[config.mk]
export PLATFORM = sky130hd
export DESIGN_NAME = wb_sdr_traffic_gen_flat
export DESIGN_NICKNAME = d
export VERILOG_FILES = /design/src/rtl/wb_sdr_traffic_gen_if.sv /design/src/rtl/wb_sdr_traffic_gen.sv /design/src/flat_wrapper.sv
export SDC_FILE = /design/constraint.sdc
export NUM_CORES = 1
export LEC_CHECK = 0
export BUFFER_PORTS_ARGS = -buffer_cell sky130_fd_sc_hd__buf_2
export CAP_MARGIN = 0
export CORE_UTILIZATION = 45
export CTS_BUF_LIST = sky130_fd_sc_hd__clkbuf_16
export CTS_CLUSTER_SIZE = 16
export DETAILED_ROUTE_END_ITERATION = 10
export GPL_TIMING_DRIVEN = 0
export PLACE_DENSITY = 0.67
export SLEW_MARGIN = 20
export SYNTH_ARGS = -nofsm -noshare
export SYNTH_HDL_FRONTEND = slang
export SYNTH_SLANG_ARGS = --single-unit
[constraint.sdc]
create_clock -name wb_clk_i -period 2.3 [get_ports wb_clk_i]
set_input_delay 0.23 -clock wb_clk_i [delete_from_list [all_inputs] [get_ports wb_clk_i]]
set_output_delay 0.23 -clock wb_clk_i [all_outputs]
set_load 0.05 [all_outputs]
[src/rtl/wb_sdr_traffic_gen_if.sv]
// Wishbone master/slave bundle between the traffic generator and the SDRAM controller port.
// Latency: none, wires only.
// Backpressure: the slave stalls a beat by holding wb_ack_i low.
// Ports: cyc/stb/we/addr/dat_o/sel/cti from master; ack/dat_i from slave.
interface wb_sdr_traffic_gen_if #(
    parameter int dw = 32,
    parameter int aw = 26
);
    logic            wb_cyc_o;
    logic            wb_stb_o;
    logic            wb_we_o;
    logic [aw-1:0]   wb_addr_o;
    logic [dw-1:0]   wb_dat_o;
    logic [dw/8-1:0] wb_sel_o;
    logic [2:0]      wb_cti_o;
    logic            wb_ack_i;
    logic [dw-1:0]   wb_dat_i;

    modport master (
        output wb_cyc_o, wb_stb_o, wb_we_o, wb_addr_o, wb_dat_o, wb_sel_o, wb_cti_o,
        input  wb_ack_i, wb_dat_i
    );

    modport slave (
        input  wb_cyc_o, wb_stb_o, wb_we_o, wb_addr_o, wb_dat_o, wb_sel_o, wb_cti_o,
        output wb_ack_i, wb_dat_i
    );
endinterface

[src/rtl/wb_sdr_traffic_gen.sv]
// Wishbone burst traffic generator: writes a pattern, reads it back and counts mismatches.
// Latency: first stb the cycle after start; one beat per clock with back-to-back acks.
// Backpressure: addr/data/cti hold while ack is low; a watchdog aborts a beat stalled 2^tow-1 cycles.
// Ports: wb_clk_i/wb_rst_i (sync, active high); start + cfg_* launch a run; busy/done/timeout/
//        err_cnt/first_err_addr report status; wb carries the Wishbone master port.
module wb_sdr_traffic_gen #(
    parameter int dw  = 32,
    parameter int aw  = 26,
    parameter int bl  = 5,
    parameter int nbw = 16,
    parameter int ecw = 16,
    parameter int tow = 10
) (
    input  logic           wb_clk_i,
    input  logic           wb_rst_i,
    input  logic           start,
    input  logic [1:0]     cfg_mode,
    input  logic           cfg_pattern,
    input  logic [31:0]    cfg_seed,
    input  logic [aw-1:0]  cfg_base_addr,
    input  logic [bl-1:0]  cfg_burst_len,
    input  logic [nbw-1:0] cfg_num_bursts,
    output logic           busy,
    output logic           done,
    output logic           timeout,
    output logic [ecw-1:0] err_cnt,
    output logic [aw-1:0]  first_err_addr,
    wb_sdr_traffic_gen_if.master wb
);

    localparam int lanes = dw / 32;
    localparam int bytes = dw / 8;
    // Galois feedback mask for x^32+x^22+x^2+x+1 in right-shift form.
    localparam logic [31:0]    lfsr_taps = 32'h8020_0003;
    localparam logic [2:0]     cti_incr  = 3'b010;
    localparam logic [2:0]     cti_end   = 3'b111;
    // The stall that would take the counter to 2^tow-1 is the one that aborts.
    localparam logic [tow-1:0] wd_last   = tow'((2 ** tow) - 2);

    typedef enum logic [2:0] {
        IDLE, WR_BURST, WR_GAP, RD_BURST, RD_GAP, FIN
    } state_t;

    state_t         state;
    logic           rd_en_q;
    logic           lfsr_q;
    logic [31:0]    seed_q;
    logic [aw-1:0]  base_q;
    logic [bl-1:0]  len_q;
    logic [nbw-1:0] nb_q;
    logic [31:0]    pat;
    logic [bl-1:0]  beat;
    logic [nbw-1:0] burst;
    logic [tow-1:0] wd;
    logic           cyc, stb, we;
    logic [aw-1:0]  addr;
    logic [2:0]     cti;

    logic [bl-1:0]  len_in;
    logic [aw-1:0]  base_in;
    logic [31:0]    seed_in;

    function automatic logic [31:0] pat_step(input logic [31:0] p, input logic use_lfsr);
        if (use_lfsr)
            return p[0] ? ((p >> 1) ^ lfsr_taps) : (p >> 1);
        return p + 32'd1;
    endfunction

    function automatic logic [2:0] first_cti(input logic [bl-1:0] len);
        return (len == bl'(1)) ? cti_end : cti_incr;
    endfunction

    always_comb begin
        len_in  = (cfg_burst_len == '0) ? bl'(1) : cfg_burst_len;
        base_in = cfg_base_addr & ~aw'(bytes - 1);
        // LFSR locks up at zero, so a zero seed becomes 1 in that mode.
        seed_in = (cfg_pattern && cfg_seed == 32'd0) ? 32'd1 : cfg_seed;
    end

    // The pattern word is held in a register, so dat_o is a registered output.
    assign wb.wb_cyc_o  = cyc;
    assign wb.wb_stb_o  = stb;
    assign wb.wb_we_o   = we;
    assign wb.wb_addr_o = addr;
    assign wb.wb_dat_o  = {lanes{pat}};
    assign wb.wb_sel_o  = '1;
    assign wb.wb_cti_o  = cti;

    always_ff @(posedge wb_clk_i) begin
        if (wb_rst_i) begin
            state          <= IDLE;
            rd_en_q        <= 1'b0;
            lfsr_q         <= 1'b0;
            seed_q         <= '0;
            base_q         <= '0;
            len_q          <= '0;
            nb_q           <= '0;
            pat            <= '0;
            beat           <= '0;
            burst          <= '0;
            wd             <= '0;
            cyc            <= 1'b0;
            stb            <= 1'b0;
            we             <= 1'b0;
            addr           <= '0;
            cti            <= 3'b000;
            busy           <= 1'b0;
            done           <= 1'b0;
            timeout        <= 1'b0;
            err_cnt        <= '0;
            first_err_addr <= '0;
        end else begin
            done <= 1'b0;
            case (state)
                IDLE: begin
                    if (start) begin
                        rd_en_q        <= cfg_mode[1];
                        lfsr_q         <= cfg_pattern;
                        seed_q         <= seed_in;
                        base_q         <= base_in;
                        len_q          <= len_in;
                        nb_q           <= cfg_num_bursts;
                        pat            <= seed_in;
                        addr           <= base_in;
                        beat           <= '0;
                        burst          <= '0;
                        wd             <= '0;
                        cti            <= first_cti(len_in);
                        busy           <= 1'b1;
                        err_cnt        <= '0;
                        first_err_addr <= '0;
                        timeout        <= 1'b0;
                        if (cfg_mode[0] && cfg_num_bursts != '0) begin
                            state <= WR_BURST;
                            cyc   <= 1'b1;
                            stb   <= 1'b1;
                            we    <= 1'b1;
                        end else if (cfg_mode[1] && cfg_num_bursts != '0) begin
                            state <= RD_BURST;
                            cyc   <= 1'b1;
                            stb   <= 1'b1;
                            we    <= 1'b0;
                        end else begin
                            state <= FIN;
                        end
                    end
                end

                WR_BURST, RD_BURST: begin
                    if (wb.wb_ack_i) begin
                        wd   <= '0;
                        addr <= addr + aw'(bytes);
                        pat  <= pat_step(pat, lfsr_q);
                        if (state == RD_BURST && wb.wb_dat_i != {lanes{pat}}) begin
                            if (err_cnt == '0)
                                first_err_addr <= addr;
                            if (err_cnt != '1)
                                err_cnt <= err_cnt + ecw'(1);
                        end
                        if (beat == len_q - bl'(1)) begin
                            cyc   <= 1'b0;
                            stb   <= 1'b0;
                            state <= (state == WR_BURST) ? WR_GAP : RD_GAP;
                        end else begin
                            beat <= beat + bl'(1);
                            // len_q >= 2 here, so len_q-2 cannot underflow.
                            if (beat == len_q - bl'(2))
                                cti <= cti_end;
                        end
                    end else if (wd == wd_last) begin
                        timeout <= 1'b1;
                        cyc     <= 1'b0;
                        stb     <= 1'b0;
                        we      <= 1'b0;
                        state   <= FIN;
                    end else begin
                        wd <= wd + tow'(1);
                    end
                end

                WR_GAP, RD_GAP: begin
                    beat <= '0;
                    wd   <= '0;
                    cti  <= first_cti(len_q);
                    if (burst != nb_q - nbw'(1)) begin
                        burst <= burst + nbw'(1);
                        cyc   <= 1'b1;
                        stb   <= 1'b1;
                        state <= (state == WR_GAP) ? WR_BURST : RD_BURST;
                    end else if (state == WR_GAP && rd_en_q) begin
                        // Read phase replays the same address range and pattern.
                        burst <= '0;
                        addr  <= base_q;
                        pat   <= seed_q;
                        cyc   <= 1'b1;
                        stb   <= 1'b1;
                        we    <= 1'b0;
                        state <= RD_BURST;
                    end else begin
                        we    <= 1'b0;
                        state <= FIN;
                    end
                end

                FIN: begin
                    busy  <= 1'b0;
                    done  <= 1'b1;
                    we    <= 1'b0;
                    state <= IDLE;
                end

                default: state <= IDLE;
            endcase
        end
    end

endmodule

[src/flat_wrapper.sv]
// flat-port wrapper written by rule: the top's interface ports become plain ports
module wb_sdr_traffic_gen_flat 
#(
    parameter int dw  = 32,
    parameter int aw  = 26,
    parameter int bl  = 5,
    parameter int nbw = 16,
    parameter int ecw = 16,
    parameter int tow = 10
)
  (wb_clk_i, wb_rst_i, start, cfg_mode, cfg_pattern, cfg_seed, cfg_base_addr, cfg_burst_len, cfg_num_bursts, busy, done, timeout, err_cnt, first_err_addr, wb_wb_cyc_o, wb_wb_stb_o, wb_wb_we_o, wb_wb_addr_o, wb_wb_dat_o, wb_wb_sel_o, wb_wb_cti_o, wb_wb_ack_i, wb_wb_dat_i);
  wb_sdr_traffic_gen_if #(.dw(dw), .aw(aw)) wb_i ();
  input  logic wb_clk_i;
  input  logic wb_rst_i;
  input  logic start;
  input  logic [1:0] cfg_mode;
  input  logic cfg_pattern;
  input  logic [31:0] cfg_seed;
  input  logic [aw-1:0] cfg_base_addr;
  input  logic [bl-1:0] cfg_burst_len;
  input  logic [nbw-1:0] cfg_num_bursts;
  output logic busy;
  output logic done;
  output logic timeout;
  output logic [ecw-1:0] err_cnt;
  output logic [aw-1:0] first_err_addr;
  output wire logic [$bits(wb_i.wb_cyc_o)-1:0] wb_wb_cyc_o;
  output wire logic [$bits(wb_i.wb_stb_o)-1:0] wb_wb_stb_o;
  output wire logic [$bits(wb_i.wb_we_o)-1:0] wb_wb_we_o;
  output wire logic [$bits(wb_i.wb_addr_o)-1:0] wb_wb_addr_o;
  output wire logic [$bits(wb_i.wb_dat_o)-1:0] wb_wb_dat_o;
  output wire logic [$bits(wb_i.wb_sel_o)-1:0] wb_wb_sel_o;
  output wire logic [$bits(wb_i.wb_cti_o)-1:0] wb_wb_cti_o;
  input wire logic [$bits(wb_i.wb_ack_i)-1:0] wb_wb_ack_i;
  input wire logic [$bits(wb_i.wb_dat_i)-1:0] wb_wb_dat_i;
  assign wb_wb_cyc_o = wb_i.wb_cyc_o;
  assign wb_wb_stb_o = wb_i.wb_stb_o;
  assign wb_wb_we_o = wb_i.wb_we_o;
  assign wb_wb_addr_o = wb_i.wb_addr_o;
  assign wb_wb_dat_o = wb_i.wb_dat_o;
  assign wb_wb_sel_o = wb_i.wb_sel_o;
  assign wb_wb_cti_o = wb_i.wb_cti_o;
  assign wb_i.wb_ack_i = wb_wb_ack_i;
  assign wb_i.wb_dat_i = wb_wb_dat_i;
  wb_sdr_traffic_gen #(.dw(dw), .aw(aw), .bl(bl), .nbw(nbw), .ecw(ecw), .tow(tow)) u_core (.wb_clk_i(wb_clk_i), .wb_rst_i(wb_rst_i), .start(start), .cfg_mode(cfg_mode), .cfg_pattern(cfg_pattern), .cfg_seed(cfg_seed), .cfg_base_addr(cfg_base_addr), .cfg_burst_len(cfg_burst_len), .cfg_num_bursts(cfg_num_bursts), .busy(busy), .done(done), .timeout(timeout), .err_cnt(err_cnt), .first_err_addr(first_err_addr), .wb(wb_i));
endmodule
==> results of run 1 <==
==> registers in the layout (all words and copies together) (netlist names), 16 cells and up <==
register / cells
u_core.wb.wb_addr_o: 24
u_core.first_err_addr: 24
u_core.wb.wb_dat_o: 32
u_core.err_cnt: 16
u_core.base_q: 24
u_core.burst: 16
u_core.seed_q: 32
u_core.nb_q: 16
==> tightest hold or removal path, cell delays in order <==
cell and delay, ns:
sky130_fd_sc_hd__buf_2 0.12, sky130_fd_sc_hd__nand3_1 0.06, sky130_fd_sc_hd__or3_4 0.11, sky130_fd_sc_hd__a21oi_2 0.04
==> cells in the final DEF (no fill, tap or decap), types with 35 or more instances in the layout <==
cell type                       count
sky130_fd_sc_hd__nand2_1          285
sky130_fd_sc_hd__buf_2            221
sky130_fd_sc_hd__dfxtp_1          176
sky130_fd_sc_hd__a21oi_1          160
sky130_fd_sc_hd__nor2_1           111
sky130_fd_sc_hd__nand3_1           87
sky130_fd_sc_hd__dlygate4sd3_1     77
sky130_fd_sc_hd__clkbuf_1          58
sky130_fd_sc_hd__xor2_1            54
sky130_fd_sc_hd__o21ai_0           42
sky130_fd_sc_hd__xnor2_1           35
sky130_fd_sc_hd__buf_4             35
==> power groups by stage <==
| stage | clock network (mW) | logic, mW | registers [mW] |
|---|---|---|---|
| 6_report | 4.31 | 4.58 | 4.58 |
| 5_1_grt | 4.46 | 4.86 | 4.61 |
| 4_1_cts | 4.31 | 4.33 | 4.53 |
| 3_5_place_dp | 0 | 3.90 | 4.58 |
| 3_3_place_gp | 0 | 3.86 | 4.57 |
| 2_1_floorplan | 0 | 2.21 | 5.07 |
==> worst paths after layout <==
check	startpoint	to	slack, ns	depth (start not counted)
hold reg to reg	u_core.base_q[4]	u_core.base_q[4]	0.45	2
setup reg to reg	u_core.nb_q[0]	u_core.wb.wb_addr_o[8]	-0.40	12
hold / removal	cfg_mode[0]	u_core.wb.wb_we_o	0.08	4
setup / recovery	u_core.nb_q[0]	u_core.wb.wb_addr_o[8]	-0.40	12
==> timing repair <==
| item | 4_1_cts | 5_1_grt |
|---|---|---|
| hold endpoints to repair | 78 | 0 |
| pin swaps | 31 | 57 |
| cloned | 6 | 2 |
| hold buffers | 77 | 0 |
| endpoints found under the setup margin | 201 | 134 |
| resized for setup | 119 | 110 |
| buffers inserted | 21 | 11 |
==> kinds of logic (layout without fill, tap and decap cells) <==
logic type / after synthesis / in the layout / synth area share
buffers and inverters: 151 / 518 / 0.0532
adders and majority gates: 13 / 13 / 0.0136
xor gates and xnor gates: 99 / 99 / 0.0725
and+or+nand+nor: 709 / 709 / 0.282
AOI/OAI and AO/OA: 406 / 407 / 0.213
DFF: 216 / 216 / 0.361
muxes: 4 / 4 / 0.00335
other: 2 / 9 / 0.000628
==> metrics by stage <==
stage	setup WS [ns]	hold slack, ns	instances	instance area [um2]
detailed placement	-1.02	0.447	2159	13900
CTS	-0.361	0.0549	2302	16200
global placement	-1.04	0.441	2159	13900
finish	-0.402	0.0809	2310	16600
floorplan	-0.108	0.358	1606	12300
global route	-0.479	0.110	2309	16600
==> cell type report <==
type	instances	area (um2)	share of cell area
Antenna cell	1	2.50	0.000150
Buffer	117	752	0.0452
Clock buffer	25	626	0.0376
Clock inverter	20	244	0.0147
Inverter	23	88.8	0.00534
Multi-Input combinational cell	1240	7860	0.472
Sequential cell	216	4410	0.265
Tap cell	335	419	0.0252
Timing Repair Buffer	333	2250	0.135
==> per-layer routing <==
layer / vias to the layer above / global-route usage / wire length (um)
met4: 0 / 0.121 / 1880
met5: - / 0 / 0
li1: 6407 / - / -
met1: 6375 / 0.419 / 18800
met2: 692 / 0.537 / 21300
met3: 134 / 0.0568 / 3930
==> metrics, run 1 <==
cell breakdown of the critical path=inv_2 -> ha_4 -> nor4b_4 -> nand2_2 -> a2111oi_4 -> nor2_2 -> or3_4 -> o21ai_4 -> buf_12 -> buf_8 -> buf_12 -> a211oi_2; number of core rows=between 50 and 60; slew of the pin with the lowest slew margin=0.865 ns; post-route fraction of the period consumed by the critical path=1.17; yosys warns=0; IO Port Bufs=218; final worst-path setup slack=-0.402 ns; DRT iter0 DRCs=1508; overall routed net length=45900 um; Final TNS setup=-32.24 ns; routed len/inst=19.9 um; final clock skew=0.0149 ns; die span in y=165 um; placeable core area=26100 um2; clock-pin slew on the worst setup and hold paths=0.06 ns; H-tree levels=1; CP Capture Type=flop; Power Density=809 nW/um2; vias=13600; Post-Syn Instances=1600; internal power summed over all cells=8.37 mW; sw frac=0.378; Detail Route Antenna Nets=0; most numerous cell types in the synthesized netlist=288 x sky130_fd_sc_hd__nand2_1, 216 x sky130_fd_sc_hd__dfxtp_1, 181 x sky130_fd_sc_hd__a21oi_1; number of enable flip-flop cells after synthesis=0; leading cell type by number of instances after synthesis=sky130_fd_sc_hd__nand2_1; portion of total power attributed to sequential cells=0.340; combined buffer and inverter count along the critical path=4; maximum clock insertion buffer count=3; Primary FF master, synth=sky130_fd_sc_hd__dfxtp_1; final hold vios=0; CTS tree=done; number of clock sinks seen by CTS=216; Worst-Skew Late Latency=0.54 ns; first-pass GRT wire length=68200 um; clock root buffer=sky130_fd_sc_hd__clkbuf_16; critical path required time=2.67 ns; outcome=complete, but fails checks; leakage power summed over all cells=6.45 nW; fin util=0.639; final worst path period need=2.70 ns; fraction of layout instances using a drive strength above 1=0.278; number of top-level pins=~230; post-synthesis sequential element count=216; count of fill cells added during filler insertion=2281; number of clock buffers inserted by TritonCTS=25; HPWL after DPL=32000 um; first drt pass iteration count=8; Data arrival, critical path=3.07 ns; Max stage delay cell, worst path=sky130_fd_sc_hd__or3_4; die boundary width=165 um; global placer's final weighted congestion=around 0.92; routed via count divided by cell count=approximately 5.9; VDD IR max=0.000546 V; overall global routing resource usage=0.324; delay-heaviest family, CP=simple AND/OR/NAND/NOR gates; pin count of the biggest net entering global routing=14; Comb pwr share=0.340; number of antenna violations at the first check in global routing=0; area of the mapped netlist=12000 um2; Most common cell on crit path=sky130_fd_sc_hd__buf_12; Initial Util=0.459; async set-reset flop share out of synthesis=0; mean instance size in the synthesized netlist=7.48 um2; via count of the first global-routing pass=12300; count of unresolved DRC violations after routing=0; reported max-cap violation count=0; Seq/Total Area, Yosys=0.361; Congestion Overflow GR=0; Worst Setup Path Type=flop to flop; top cells by area in the synthesized netlist=sky130_fd_sc_hd__dfxtp_1 36%, sky130_fd_sc_hd__nand2_1 9.0%, sky130_fd_sc_hd__a21oi_1 7.6%; final-report setup violation count=111; max incr delay on CP=0.44 ns; f_max=0.370 GHz; net switching power=between 5 and 6 mW; failing checks=negative setup slack; overall die area=about 27000 um2; Max-slew headroom=0.423; critical path startpoint category=flop; RSZ-0062 raised after global routing=true; Worst Path Max Fanout=10; net count of the finished layout=2087; Final Slew Violations=0; share of power burned in the clock network=0.320; total power=between 10 and 15 mW; Synth area leader=sky130_fd_sc_hd__dfxtp_1; post-synthesis cell type count=74; relative area change from synthesis to final layout=39.1%; HP Class=input port to flop; fraction of synthesized cell area taken by the top area cell type=0.361
No activity file was read; power rests on OpenSTA's default activity.
==> run 2: changes to the inputs <==
- CELL_PAD_IN_SITES_DETAIL_PLACEMENT: not set -> 1
- CELL_PAD_IN_SITES_GLOBAL_PLACEMENT: not set -> 2
- CORE_MARGIN: not set -> 4
- CORE_UTILIZATION: 45 -> 29
- CTS_CLUSTER_SIZE: 16 -> 28
- PLACE_DENSITY: 0.67 -> 0.75
==> metrics, run 2 (synthesized netlist as in run 1, its figures left out) <==
Worst Setup Path Type=flop to flop; IO Port Bufs=218; clock root buffer=sky130_fd_sc_hd__clkbuf_16; HPWL after DPL=40500 um; detailed-routed wire length on met2=around 27000 um; first drt pass iteration count=6; outcome=complete, but fails checks; f_max=0.360 GHz; DRT iter0 DRCs=896; pin count of the biggest net entering global routing=20; M1 wire length=24700 um; max incr delay on CP=0.37 ns; RSZ-0062 raised after global routing=true; placeable core area=~40000 um2; CTS tree=done; Data arrival, critical path=3.20 ns; fraction of layout instances using a drive strength above 1=0.332; leakage power summed over all cells=about 6.8 nW; critical path required time=2.72 ns; diodes inserted=0; global placer's final weighted congestion=~0.85; final worst-path setup slack=-0.475 ns; via count of the first global-routing pass=13900; CP Capture Type=flop; final clock skew=0.0110 ns; net count of the finished layout=2112; topmost layer with routed signal wires=met4; number of core rows=74; routed len/inst=22.4 um; failing checks=negative setup slack; count of unresolved DRC violations after routing=0; HP Class=input port to flop; Congestion Overflow GR=0; Register Area=4440 um2; worst reg-to-reg path cell count=12; final worst path period need=2.77 ns; die boundary width=211 um; post-route fraction of the period consumed by the critical path=1.21; Final TNS setup=-29.24 ns; Final Slew Violations=0; H-tree levels=1; first-pass GRT wire length=around 84000 um; Worst-Skew Late Latency=0.57 ns; critical path startpoint category=flop; final hold vios=0; Power Density=781 nW/um2; overall global routing resource usage=0.240; vias=13600; count of fill cells added during filler insertion=between 4000 and 5000; VDD IR max=approximately 0.00062 V; relative area change from synthesis to final layout=48.3%; hold depth=3; Max stage delay cell, worst path=sky130_fd_sc_hd__nor4b_4; Placement Cell Area=14100 um2; Initial Util=0.293; Worst Path Max Fanout=7; number of clock sinks seen by CTS=216; overall routed net length=56600 um; number of top-level pins=between 200 and 250; slew of the pin with the lowest slew margin=roughly 1.0 ns; die span in y=211 um; maximum clock insertion buffer count=3; Detail Route Antenna Nets=0; routed via count divided by cell count=5.38; post-layout instance area=17700 um2; cell breakdown of the critical path=inv_2 -> ha_4 -> nor4b_4 -> o2111ai_2 -> a2111oi_4 -> nand4_1 -> buf_6 -> buf_6 -> o21a_4 -> buf_12 -> a211oi_4 -> nor3_2; reported max-cap violation count=0; Max-slew headroom=0.304; Most common cell on crit path=sky130_fd_sc_hd__buf_6; area of the multi-input gates=~8300 um2; final-report setup violation count=97; number of clock buffers inserted by TritonCTS=28; DR WL met3=2810 um; clock-pin slew on the worst setup and hold paths=0.06 ns; commonest non-fill, non-tap cells in the layout=282 x sky130_fd_sc_hd__nand2_1, 223 x sky130_fd_sc_hd__buf_2, 168 x sky130_fd_sc_hd__dfxtp_1; most frequent standard cell in the layout excluding fill and tap cells=sky130_fd_sc_hd__nand2_1; overall die area=about 45000 um2; number of antenna violations at the first check in global routing=1
==> run 2: cell count changes in the layout (fill, tap and decap cells not counted), sizes merged <==
cell	previous run	this run
inv	29	33
clkinvlp	1	0
nand3	89	90
bufinv	6	1
bufbuf	0	1
o21a	6	5
dlygate4sd3	77	75
buf	285	311
clkinv	7	10
diode	1	0
==> run 2: per-layer routing <==
metal / GRT usage / vias up
li1: - / 6448
met1: 0.318 / 6743
met2: 0.407 / 353
met3: 0.0334 / 88
met4: 0.0702 / 0
met5: 0 / -
==> run 2: cell type report <==
type	count	area share
buffer	111	0.0445
clock buffer	28	0.0395
multi-input combinational	1240	0.468
inverter	23	0.00501
timing repair buffer	361	0.148
tap	532	0.0375
clock inverter	21	0.00677
sequential	216	0.250
==> run 2: path summary, 6_finish.rpt <==
kind,startpoint,to,slack [ns]
worst max register to register,u_core.nb_q[0],u_core.wb.wb_dat_o[11],-0.47
worst max-delay path,u_core.nb_q[0],u_core.wb.wb_dat_o[11],-0.47
worst min-delay path,cfg_seed[30],u_core.seed_q[30],0.009
worst min register to register,u_core.base_q[5],u_core.base_q[5],0.46
==> run 2: where the power goes <==
group	switching, mW	total [mW]	internal [mW]	leakage (nW)
logic	3.21	5.16	1.95	4.55
registers	0.538	4.65	4.11	1.79
clock network	1.75	4.04	2.29	0.438
total	5.50	13.8	8.34	6.77
==> run 2: metrics by stage <==
| stage | cells | power, mW | hold slack (ns) | setup WS (ns) | util |
|---|---|---|---|---|---|
| global placement | 2356 | 8.65 | 0.441 | -1.49 | 0.345 |
| CTS | 2509 | 13.6 | 0.00199 | -0.468 | 0.415 |
| detailed placement | 2356 | 8.71 | 0.449 | -1.46 | 0.345 |
| finish | 2532 | 13.8 | 0.00864 | -0.475 | 0.434 |
| global route | 2532 | 14.5 | 0.0396 | -0.588 | 0.434 |
| floorplan | 1606 | 7.28 | 0.358 | -0.108 | - |
==> run 2: repair_timing <==
item | CTS | global route
pin swaps | 51 | 68
setup buffers | 34 | 24
cloned | 9 | 4
endpoints found under the hold margin | 76 | 0
hold buffers | 75 | 0
gates resized for setup | 221 | 140
endpoints found under the setup margin | 184 | 162
==> run 2: critical path: cells and delay by family (launching register included) <==
family                   cells  cell delay, ns
AO/OA/AOI/OAI                4            1.07
AND/OR/NAND/NOR              3            0.57
buffers and inverters        4            0.51
flip-flops                   1            0.35
adder cells (fa/ha/maj)      1            0.12
==> run 3: changes to the inputs <==
- RECOVER_POWER: not set -> 100
==> metrics, run 3 (synthesized netlist as in run 1, its figures left out) <==
Max stage delay cell, worst path=sky130_fd_sc_hd__nor4b_4; CP Capture Type=flop; number of core rows=74; most frequent standard cell in the layout excluding fill and tap cells=sky130_fd_sc_hd__nand2_1; HPWL after DPL=40500 um; overall global routing resource usage=0.240; vias=around 14000; via count of the first global-routing pass=13900; number of clock sinks seen by CTS=roughly 220; clock root buffer=sky130_fd_sc_hd__clkbuf_16; first-pass GRT wire length=around 84000 um; count of unresolved DRC violations after routing=0; critical path required time=~2.7 ns; failing checks=negative setup slack; Congestion Overflow GR=0; final worst-path setup slack=-0.463 ns; Final Slew Violations=0; register-to-register setup slack=-0.46 ns; Worst Path Max Fanout=7; routed len/inst=22.3 um; Detail Route Antenna Nets=0; Worst Setup Path Type=flop to flop; post-route fraction of the period consumed by the critical path=1.20; fraction of layout instances using a drive strength above 1=0.277; relative area change from synthesis to final layout=47.0%; HP Class=input port to flop; maximum clock insertion buffer count=3; Worst-Skew Late Latency=about 0.57 ns; reported max-cap violation count=0; global placer's final weighted congestion=approximately 0.85; max incr delay on CP=0.37 ns; final clock skew=0.0122 ns; commonest non-fill, non-tap cells in the layout=282 x sky130_fd_sc_hd__nand2_1, 170 x sky130_fd_sc_hd__dfxtp_1, 154 x sky130_fd_sc_hd__clkbuf_1; clock-pin slew on the worst setup and hold paths=0.06 ns; routed via count divided by cell count=5.38; number of clock buffers inserted by TritonCTS=28; net count of the finished layout=around 2100; source of the critical timing path=u_core.nb_q[0]; Critical Path End=u_core.wb.wb_dat_o[11]; overall die area=44600 um2; slew of the pin with the lowest slew margin=slightly above 1 ns; pin count of the biggest net entering global routing=20; critical path startpoint category=flop; diodes inserted=0; worst reg-to-reg path cell count=12; IO Port Bufs=218; cell breakdown of the critical path=inv_2 -> ha_4 -> nor4b_4 -> o2111ai_2 -> a2111oi_4 -> nand4_1 -> buf_6 -> buf_6 -> o21a_4 -> buf_12 -> a211oi_4 -> nor3_2; die boundary width=around 210 um; WP depth=12; final hold vios=0; Initial Util=0.293; overall routed net length=56500 um; die span in y=approximately 210 um; combined buffer and inverter count along the critical path=4; Power Density=784 nW/um2; number of top-level pins=approximately 230; outcome=complete, but fails checks; H-tree levels=1; CTS tree=done; leakage power summed over all cells=6.33 nW; f_max=approximately 0.36 GHz; first drt pass iteration count=7; source of the worst register-to-register timing path=u_core.nb_q[0]; Most common cell on crit path=sky130_fd_sc_hd__buf_6; Max-slew headroom=0.311; total power=~14 mW; DRT iter0 DRCs=831; final worst hold slack=0.0232 ns; final-report setup violation count=149; number of antenna violations at the first check in global routing=1; VDD IR max=approximately 0.0006 V; RSZ-0062 raised after global routing=true; delay-heaviest family, CP=compound AO/OA/AOI/OAI gates; placeable core area=40800 um2; Reg2Reg Capture Point=u_core.wb.wb_dat_o[11]; Data arrival, critical path=3.18 ns; final worst path period need=~2.8 ns
-- run 3: per-stage QoR --
| stage | cells | TNS, ns | worst slack [ns] | util | area (um2) |
|---|---|---|---|---|---|
| CTS | 2509 | -29.40 | -0.468 | 0.415 | 17000 |
| finish | 2532 | -33.99 | -0.463 | 0.431 | 17600 |
| floorplan | 1606 | -4.66 | -0.108 | - | 12300 |
| global placement | 2356 | -125.78 | -1.49 | 0.345 | 14100 |
| global route | 2532 | -55.07 | -0.588 | 0.431 | 17600 |
| detailed placement | 2356 | -108.33 | -1.46 | 0.345 | 14100 |
-- run 3: worst min path at each step --
stage | from | to | slack [ns] | depth (start not counted)
floorplan | cfg_num_bursts[0] | u_core.nb_q[0] | 0.36 | 2
global route | cfg_seed[30] | u_core.seed_q[30] | 0.04 | 3
CTS | cfg_seed[30] | u_core.seed_q[30] | 0.002 | 3
global placement | u_core.seed_q[11] | u_core.seed_q[11] | 0.44 | 2
detailed placement | u_core.base_q[9] | u_core.base_q[9] | 0.45 | 2
finish | cfg_seed[30] | u_core.seed_q[30] | 0.02 | 3
-- run 3: layer usage --
metal / GRT usage / vias up / share of wire
met5: 0 / - / 0
met4: 0.0702 / 0 / 0.030
li1: - / 6448 / -
met2: 0.407 / 345 / 0.48
met1: 0.318 / 6734 / 0.43
met3: 0.0334 / 93 / 0.053
-- run 3: area by class of cell --
type | count | area (um2)
clock buffer | 28 | 701
sequential | 216 | 4440
buffer | 111 | 787
tap | 532 | 666
multi-input combinational | 1240 | 8290
clock inverter | 21 | 120
fill | 4857 | 23300
timing repair buffer | 361 | 2490
inverter | 23 | 87.6
-- run 3: worst min-delay path, cell delays in order --
cell and delay, ns:
sky130_fd_sc_hd__buf_2 0.16, sky130_fd_sc_hd__nand2_1 0.08, sky130_fd_sc_hd__a21oi_1 0.06
-- run 3: repair_timing --
action	in CTS	in global routing
cloned	9	4
hold endpoints to repair	76	0
pin swaps	51	68
resized for setup	221	140
setup buffers	34	24
hold buffers	75	0
setup endpoints to repair	184	162
-- run 3: where the power goes --
part	total (mW)	switching (mW)	internal, mW
Combinational	5.09	3.20	1.89
Clock	4.03	1.75	2.29
Sequential	4.65	0.540	4.11
